File: config.mk
export PLATFORM = sky130hd
export DESIGN_NAME = frac_baud_generator
export DESIGN_NICKNAME = d
export VERILOG_FILES = /design/src/rtl/frac_baud_generator.sv
export SDC_FILE = /design/constraint.sdc
export NUM_CORES = 1
export LEC_CHECK = 0
export ABC_CLOCK_PERIOD_IN_PS = 4200
export CAP_MARGIN = 20
export CORE_ASPECT_RATIO = 0.8
export CORE_UTILIZATION = 63
export CTS_CLUSTER_SIZE = 14
export DETAILED_ROUTE_END_ITERATION = 10
export PLACE_DENSITY_LB_ADDON = 0.2
export SETUP_SLACK_MARGIN = 0.5
export SYNTH_ARGS = -nofsm -noshare
export SYNTH_HDL_FRONTEND = slang
export SYNTH_SLANG_ARGS = --single-unit
File: constraint.sdc
create_clock -name clk -period 4.2 [get_ports clk]
set_input_delay 0.63 -clock clk [delete_from_list [all_inputs] [get_ports clk]]
set_output_delay 0.63 -clock clk [all_outputs]
set_load 0.05 [all_outputs]
File: src/rtl/frac_baud_generator.sv
// frac_baud_generator: fractional baud/oversample tick generator; fractional accumulator built only with BAUD_FRAC_EN
module frac_baud_generator #(
  parameter int CLOCK_HZ   = 100_000_000,
  parameter int BAUD       = 115_200,
  parameter int OVERSAMPLE = 16,
  parameter int INT_BITS   = 16,
  parameter int FRAC_BITS  = 8,
  parameter int DEF_INT    = CLOCK_HZ / (OVERSAMPLE * BAUD),
  parameter int DEF_FRAC   = ((CLOCK_HZ % (OVERSAMPLE * BAUD)) << FRAC_BITS) / (OVERSAMPLE * BAUD)
) (
  input  logic                          clk,
  input  logic                          rst,
  input  logic                          en,
  input  logic                          sync,
  input  logic                          cfg_we,
  input  logic [INT_BITS-1:0]           cfg_div_int,
  input  logic [FRAC_BITS-1:0]          cfg_div_frac,
  output logic                          cfg_pending,
  output logic                          os_tick,
  output logic                          bit_tick,
  output logic [$clog2(OVERSAMPLE)-1:0] os_phase
);
  localparam int PW = $clog2(OVERSAMPLE);
  localparam int LW = INT_BITS + 1;
  localparam logic [LW-1:0] DEF_LEN = DEF_INT < 2 ? LW'(2) : LW'(DEF_INT);
  logic [INT_BITS-1:0] cnt, act_int, sh_int, eff_int;
  logic [LW-1:0] len, base;
  logic run, term, apply, carry, pending, wrap;
  assign cfg_pending = pending;
  assign run = en & ~sync;
  assign term = {1'b0, cnt} == len - LW'(1);
  assign apply = ~en | sync | term;
  // the divisor taking effect at this edge: a pending shadow wins over the active copy
  assign eff_int = pending ? sh_int : act_int;
  assign base = eff_int < INT_BITS'(2) ? LW'(2) : {1'b0, eff_int};
  assign wrap = os_phase == PW'(OVERSAMPLE - 1);
`ifdef BAUD_FRAC_EN
  logic [FRAC_BITS-1:0] acc, act_frac, sh_frac, eff_frac, acc_sum;
  assign eff_frac = pending ? sh_frac : act_frac;
  assign {carry, acc_sum} = {1'b0, acc} + {1'b0, eff_frac};
  always_ff @(posedge clk) begin
    if (rst) begin
      acc <= '0;
      act_frac <= FRAC_BITS'(DEF_FRAC);
      sh_frac <= FRAC_BITS'(DEF_FRAC);
    end else begin
      if (cfg_we) sh_frac <= cfg_div_frac;
      if (apply) act_frac <= sh_frac;
      acc <= !run ? '0 : term ? acc_sum : acc;
    end
  end
`else
  logic unused_frac;
  assign carry = 1'b0;
  assign unused_frac = ^{cfg_div_frac, FRAC_BITS'(DEF_FRAC)};
`endif
  always_ff @(posedge clk) begin
    if (rst) begin
      cnt <= '0;
      len <= DEF_LEN;
      act_int <= INT_BITS'(DEF_INT);
      sh_int <= INT_BITS'(DEF_INT);
      pending <= 1'b0;
      os_tick <= 1'b0;
      bit_tick <= 1'b0;
      os_phase <= '0;
    end else begin
      if (cfg_we) sh_int <= cfg_div_int;
      if (apply) act_int <= sh_int;
      pending <= cfg_we | (pending & ~apply);
      os_tick <= run & term;
      bit_tick <= run & term & wrap;
      cnt <= (run && !term) ? cnt + INT_BITS'(1) : '0;
      len <= !run ? base : term ? base + LW'(carry) : len;
      os_phase <= !run ? '0 : !term ? os_phase : wrap ? '0 : os_phase + PW'(1);
    end
  end
endmodule

* Yosys cells after proc, flatten, opt, wreduce, memory -nomap -nowiden
Cells that the tools add are included.
** Word-level totals
- Flip-flop bits (word level) :: 72
- Input bits :: 29
- Word-level logic and storage cells :: 36
** Cells by class
- $add $sub $neg :: 3
- Magnitude comparators :: 1
- Equal/unequal tests :: 3
- Multiplexer cells :: 5
- Bitwise logic cells :: 12
- Reductions and logical operators :: 4
** Operator list (count)
- $mux W17 :: 2
- $mux W16 :: 2
- $eq A16 B17 Y1 :: 1
- $sub A17 B1 Y17 const B :: 1
- $add A16 B1 Y16 const B :: 1
- $lt A16 B2 Y1 const B :: 1
- $not A1 Y1 :: 5
- $add A4 B1 Y4 const B :: 1
- $and A1 B1 Y1 :: 4
- $eq A4 B4 Y1 const B :: 1
- $mux W4 :: 1
- $reduce_or A2 Y1 :: 2
- $or A1 B1 Y1 :: 3
- $ne A2 B1 Y1 const B :: 1
- $logic_and A1 B1 Y1 :: 1
- $logic_not A1 Y1 :: 1

* Longest topological paths before layout
Gate-level depths: netlist of the first run.
- Depth after elaboration :: 6
- Depth in mapped cells :: 12
- Mapped depth without buffers :: 8

* Least setup slack after synthesis of the first run
No wires, ideal clock.
- Path type :: reg2reg
- Start :: register len[0]
- End :: register cnt[10]
- Arrival :: 2650 ps
- Data required time :: 4061 ps
- Setup slack :: 1411 ps
- Stages on the path, launching flop included :: 13
- Path through :: dfxtp_1 > buf_2 > inv_1 > ha_1 > buf_2 > nor3b_1 > nand4_1 > o2bb2ai_1 > or4_1 > clkbuf_2 > nor3_4 > buf_8 > nor3_2
** On the way
- Longest elaborated chain between the ends :: 6
** Ends and longest elaborated chain
- start, declared :: line 27 : logic [LW-1:0] len, base;
- start signal, assigned :: line 74 : len <= !run ? base : term ? base + LW'(carry) : len;
- $sub A17 B1 Y17 :: line 31 : assign term = {1'b0, cnt} == len - LW'(1);
- $eq A16 B17 Y1 :: line 31
- $logic_not A1 Y1
- $logic_and A1 B1 Y1 :: line 73 : cnt <= (run && !term) ? cnt + INT_BITS'(1) : '0;
- $not A1 Y1 (no line)
- $reduce_or A2 Y1 (no line)
- end signal, assigned :: line 73
- end, declared :: line 26 : logic [INT_BITS-1:0] cnt, act_int, sh_int, eff_int;
No other way between the ends.
A chain may end at the register's enable or synchronous reset.

* Final worst setup path of the first run
- Start :: register len[0]
- End :: register os_phase[3]
** On the way
- Longest elaborated chain between the ends :: 2
** Ends and longest elaborated chain
- $sub A17 B1 Y17 :: line 31
- $eq A16 B17 Y1 :: line 31
- end signal, assigned :: line 75 : os_phase <= !run ? '0 : !term ? os_phase : wrap ? '0 : os_phase + PW'(1);
- end, declared :: line 21 : output logic [$clog2(OVERSAMPLE)-1:0] os_phase
No other way between the ends.

==> flow_summary.ini, run 1 <==
[floorplan]
chipHeight_um = 75.3
fp-row-count = 26
ios = 36
initial_core_util_pct = 65.6
fp.dieW_um = 93.6
die_area_mm2 = 0.00704
coreArea_mm2 = 0.00644

[timing]
fin_skew_ps = 8.12
slew_violations = 0
slew_headroom_pct = 36.8
grt_setup_unrepaired = false
period_share_pct = 80.7
tightestPinTransition_ps = 945
fin_ws_ps = 811
fin_crit_ps = 3390
fin_setup_tns_ps = 0
fmax_ghz = 0.295
finalHoldViolCount = 0
setup_viol = 0

[cells_and_area]
syn_to_final_growth_pct = 12.9
multiInputGateArea_mm2 = 0.00259
antennaDiodeCount = 0
fin_nets = 532
layout_commonest_cell = dfxtp_1
fillers = 483
regArea_mm2 = 0.00142
drive_above_1_share_pct = 10.9
mostFrequentLayoutCells = dfxtp_1 (71), nor2_1 (31), mux2i_1 (28), clkdlybuf4s50_1 (27), nand3_1 (24)

[global_routing]
grt.overflow.total = 0
grt_use_total_pct = 33.4
grt_pass1_wl_mm = 18.1
grt_max_degree = 26
antenna_found_initial = 0
grt_pass1_vias = 3825

[synth]
syn_avg_cell_area_um2 = 8.63
synth_cell_types = 61
ys.flop_type = dfxtp_1
synth_fp_nets = 522
yosysWarnings = 0
async_flop_share_pct = 0
synth_edf_count = 0
syn-cell-area_mm2 = 0.00423
synthCells = 490
ys_ff_latch = 71
yosysSeqAreaShare_pct = 33.6

[clock_tree]
clockBufferDepth = 2
cts_setup_buffers = 0
clock_sinks = 71
clkSlewWorstSetupHoldPaths_ps = 80
cts_tree = built
clkLatencyLatePin_ps = 360
htreeDepth = 3
numCtsBuffers = 9
post_cts_resized = 0
cts-root-buf = clkbuf_8
cts_hold_buf = 0

[setup_path]
critPathRequiredTime_ps = 4440
max_stage_delay_ps = 620
crit_path_end_kind = flip-flop
cp_top_family = simple AND/OR/NAND/NOR gates
crit_path_max_fanout = 14
slowest_stage = nor3b_1
path_buf_inv = 2
crit_type = flip-flop to flip-flop
worstPathArrival_ps = 3630
startpoint_type = flip-flop
crit_chain = inv_1, ha_1, nor3b_1, nand4_1, o2bb2ai_1, or4_1, buf_4, o41ai_1, o21ai_1

[pwr]
leakagePower_nw = 1.73
power_density_mw_per_mm2 = 337
peakVddDrop_mv = 0.258
power.total_mw = 1.61

[hold_path]
hp-class = flip-flop to flip-flop

[routing]
finalWirelength_mm = 11.3
drtPass1Iterations = 5
postRouteAntennaNets = 0
vias = 4058
wl_per_cell_um = 19.3
vias_per_cell = 6.89
first_iter_violations = 391
drc = 0

[place]
gp_congestion = 0.913
dpl.hpwl_mm = 7.81
dp_slack_ps = 862
io_buffers = 27

[flow_run]
max_cap_viol_count = 0

[outcome]
status = finished clean
==> power breakdown <==
| group | switching (mW) | leakage (nW) | internal, mW |
|---|---|---|---|
| registers | 0.0373 | 0.580 | 0.701 |
| clock network | 0.277 | 0.110 | 0.351 |
| logic | 0.143 | 1.04 | 0.0972 |
==> Yosys cell counts (2+ instances only) <==
library cell	number	area, um2
and2_1	2	12.5
nor4_1	11	68.8
dfxtp_1	71	1420
and4_1	2	17.5
nor3_1	16	80.1
o41ai_1	2	17.5
nand4_1	20	125
nand2b_1	2	12.5
nand2_1	14	52.6
nor2_1	31	116
o21ai_0	16	80.1
or3_1	7	43.8
a21oi_1	12	60.1
a22oi_1	14	105
nor4_4	2	42.5
a2111oi_0	2	17.5
a31oi_1	2	12.5
and3_1	21	131
xnor2_1	22	193
or4_1	2	15.0
buf_1	4	15.0
buf_2	9	45.0
or4_4	2	22.5
a311oi_1	15	131
o22ai_1	5	31.3
clkbuf_1	29	109
mux2i_1	28	280
xor2_1	14	123
inv_1	10	37.5
nand3_1	24	120
o211ai_1	9	67.6
nor3_2	10	100
nor2b_1	14	87.6
a211oi_1	14	105
ha_1	3	37.5
o311ai_0	4	35.0
==> cell families (layout without fill, tap and decap cells) <==
kind of cell	Yosys count	after routing	share of synthesized area, %
AO/OA/AOI/OAI	108	108	18.9
XOR/XNOR	36	36	7.46
adder cells (fa/ha/maj)	3	3	0.888
buffers and inverters	54	69	5.36
flip-flops	71	71	33.6
multiplexers	28	28	6.63
AND/OR/NAND/NOR	190	190	27.1
==> through the flow <==
| step | area [um2] | utilization, % | hold slack, ps | instances |
|---|---|---|---|---|
| after floorplan | 4230 | - | 475 | 490 |
| after global placement | 4540 | 70.5 | 473 | 573 |
| after detailed placement | 4540 | 70.5 | 487 | 573 |
| after CTS | 4760 | 73.9 | 499 | 589 |
| after global routing | 4770 | 74.1 | 512 | 589 |
| final | 4770 | 74.1 | 493 | 589 |
==> layout make-up <==
cell class | count | share of cell area (%)
Sequential cell | 71 | 29.8
Tap cell | 84 | 2.20
Timing Repair Buffer | 43 | 8.18
Inverter | 10 | 0.787
Clock inverter | 5 | 1.70
Clock buffer | 11 | 2.96
Multi-Input combinational cell | 365 | 54.4
==> path summary, 6_finish.rpt <==
| path | from | endpoint | slack [ps] | cells after the start |
|---|---|---|---|---|
| hold reg to reg | os_phase[1] | os_phase[1] | 490 | 2 |
| setup / recovery | len[0] | os_phase[3] | 810 | 9 |
| setup reg to reg | len[0] | os_phase[3] | 810 | 9 |
| hold / removal | os_phase[1] | os_phase[1] | 490 | 2 |
==> tightest hold or removal path: stages (launching register included) <==
cell and delay [ps]:
dfxtp_1 340, nand2_1 60, mux2i_1 50
==> registers in the layout, indices dropped and copies added, names as in the netlist <==
name         flops
act_int         16
cnt             16
len             16
sh_int          16
os_phase         4
bit_tick         1
cfg_pending      1
os_tick          1
==> metal layers <==
metal  GRT usage [%]  vias up  share of wire, %  wire length (um)
met5               0        -                 0                 0
met3            9.90       32               9.6              1090
li1                -     1882                 -                 -
met2            51.5      218                45              5070
met4            11.6        0               2.2               244
met1            45.1     1926                44              4940
Note: power is estimated with default switching activity, not from simulation.
==> run 2, diff against run 1 <==
Settings changed: ABC_CLOCK_PERIOD_IN_PS 4200 to 2900, CORE_UTILIZATION 63 to 53.
Clock period 4.2 ns to 2.9 ns, I/O delays scaled along.
==> flow_summary.ini, run 2 (synthesis gave the netlist of run 1 again) <==
[outcome]
status = finished clean

[cells_and_area]
fin_util_pct = 73.1
syn_to_final_growth_pct = 31.0
layout_commonest_cell = dfxtp_1
final_area_mm2 = 0.00554
fillers = 574
antennaDiodeCount = 0
mostFrequentLayoutCells = dfxtp_1 (66), buf_4 (41), nor2_1 (29), mux2i_1 (28), clkdlybuf4s50_1 (26)
drive_above_1_share_pct = 27.4
fin_nets = 576

[floorplan]
chipHeight_um = 81.9
coreArea_mm2 = 0.00757
fp.dieW_um = 102
die_area_mm2 = 0.00834
initial_core_util_pct = 55.9
fp-row-count = 28
ios = 36

[routing]
postRouteAntennaNets = 0
finalWirelength_mm = 13.6
vias = 4396
first_iter_violations = 480
vias_per_cell = 6.73
drtPass1Iterations = 5
drc = 0
wl_per_cell_um = 20.9

[clock_tree]
clockBufferDepth = 2
cts_hold_buf = 0
numCtsBuffers = 9
clock_sinks = 71
htreeDepth = 3
clkSlewWorstSetupHoldPaths_ps = 80
cts-root-buf = clkbuf_8
cts_tree = built
clkLatencyLatePin_ps = 360

[timing]
grt_setup_unrepaired = true
fin_crit_ps = 2730
finalHoldViolCount = 0
slew_headroom_pct = 38.0
fin_ws_ps = 174
tightestPinTransition_ps = 928
fin_skew_ps = 10.9
fin_setup_tns_ps = 0
slew_violations = 0
period_share_pct = 94.0
fmax_ghz = 0.367
setup_viol = 0

[setup_path]
slowest_stage = or4_4
r2r_slack_ps = 170
cp-startpoint = len[4]
crit_top_cell = a211oi_1
crit_chain = or4_4, a211oi_2, a211oi_1, buf_4, or3_4, o31ai_4, buf_6, a211oi_1
r2r_end = len[7]
worstReg2RegStart = len[4]
crit_end = len[7]
rr_worst_depth = 8
critPathRequiredTime_ps = 3130
max_stage_delay_ps = 610
crit_path_end_kind = flip-flop
crit_path_max_fanout = 6
worstPathArrival_ps = 2950
startpoint_type = flip-flop
crit_type = flip-flop to flip-flop

[place]
dpl_cell_area_mm2 = 0.00472
dp_slack_ps = 30.5
dpl.hpwl_mm = 8.00
gp_congestion = 0.917
io_buffers = 27

[pwr]
leakagePower_nw = 2.03
seqPwrFrac_pct = 44.6
switching_share_pct = 30.4
p_comb_share_pct = 20.5
p_clk_share_pct = 34.9
switchingPower_mw = 0.726
p_int_mw = 1.66
power_density_mw_per_mm2 = 432
peakVddDrop_mv = 0.318

[global_routing]
met1_usage_pct = 43.3
grt_pass1_vias = 3994
grt_use_total_pct = 30.9
antenna_found_initial = 0
grt.overflow.total = 0
grt_max_degree = 24
gr-usage-met2_pct = 47.0
grt_pass1_wl_mm = 19.9
grtUsageMet3_pct = 6.98
top_usage_layer = met2

[hold_path]
hp-class = flip-flop to flip-flop

[flow_run]
max_cap_viol_count = 0
## run 2: timing repair
item	4_1_cts	5_1_grt
setup buffers	11	13
setup endpoints to repair	55	55
pin swaps	10	14
resized for setup	44	65
cloned	3	1
## run 2: stage by stage
stage / std cells / total power, mW / hold WS [ps]
floorplan: 490 / 1.32 / 465
global placement: 610 / 1.44 / 479
detailed placement: 610 / 1.45 / 479
CTS: 639 / 2.30 / 501
global route: 653 / 2.45 / 548
finish: 653 / 2.39 / 509
## run 2: critical path, delay by kind of cell (launching register included)
kind	cells	cell delay [ps]
simple gates	2	1060
compound gates	4	800
buf+inv	2	400
flops	1	330
## run 2: worst min-delay path by stage
stage,slack (ps),startpoint,cells past startpoint,to
CTS,500,os_phase[1],2,os_phase[1]
finish,510,os_phase[1],2,os_phase[1]
global route,550,len[0],2,len[0]
floorplan,470,cnt[0],1,cnt[0]
detailed placement,480,os_phase[1],2,os_phase[1]
global placement,480,os_phase[1],2,os_phase[1]
## run 2: metal layers
metal	vias up	share of wire [%]	wire, um
met5	-	0	0
met4	0	3.5	471
met3	67	9.5	1290
met2	258	45	6070
met1	2106	43	5800
li1	1965	-	-
## run 2: layout make-up
class,instances,area [um2],area share [%]
Clock buffer,12,155,2.80
Clock inverter,3,42.5,0.769
Inverter,10,37.5,0.678
Multi-Input combinational cell,366,2950,53.3
Sequential cell,71,1430,25.9
Tap cell,105,131,2.37
Timing Repair Buffer,86,786,14.2
## run 2: power groups by stage
stage               sequential [mW]  combinational [mW]  clock (mW)
floorplan                      1.07               0.248           0
global placement               1.08               0.356           0
detailed placement             1.08               0.363           0
CTS                            1.06               0.413       0.827
global route                   1.07               0.516       0.862
finish                         1.07               0.490       0.835
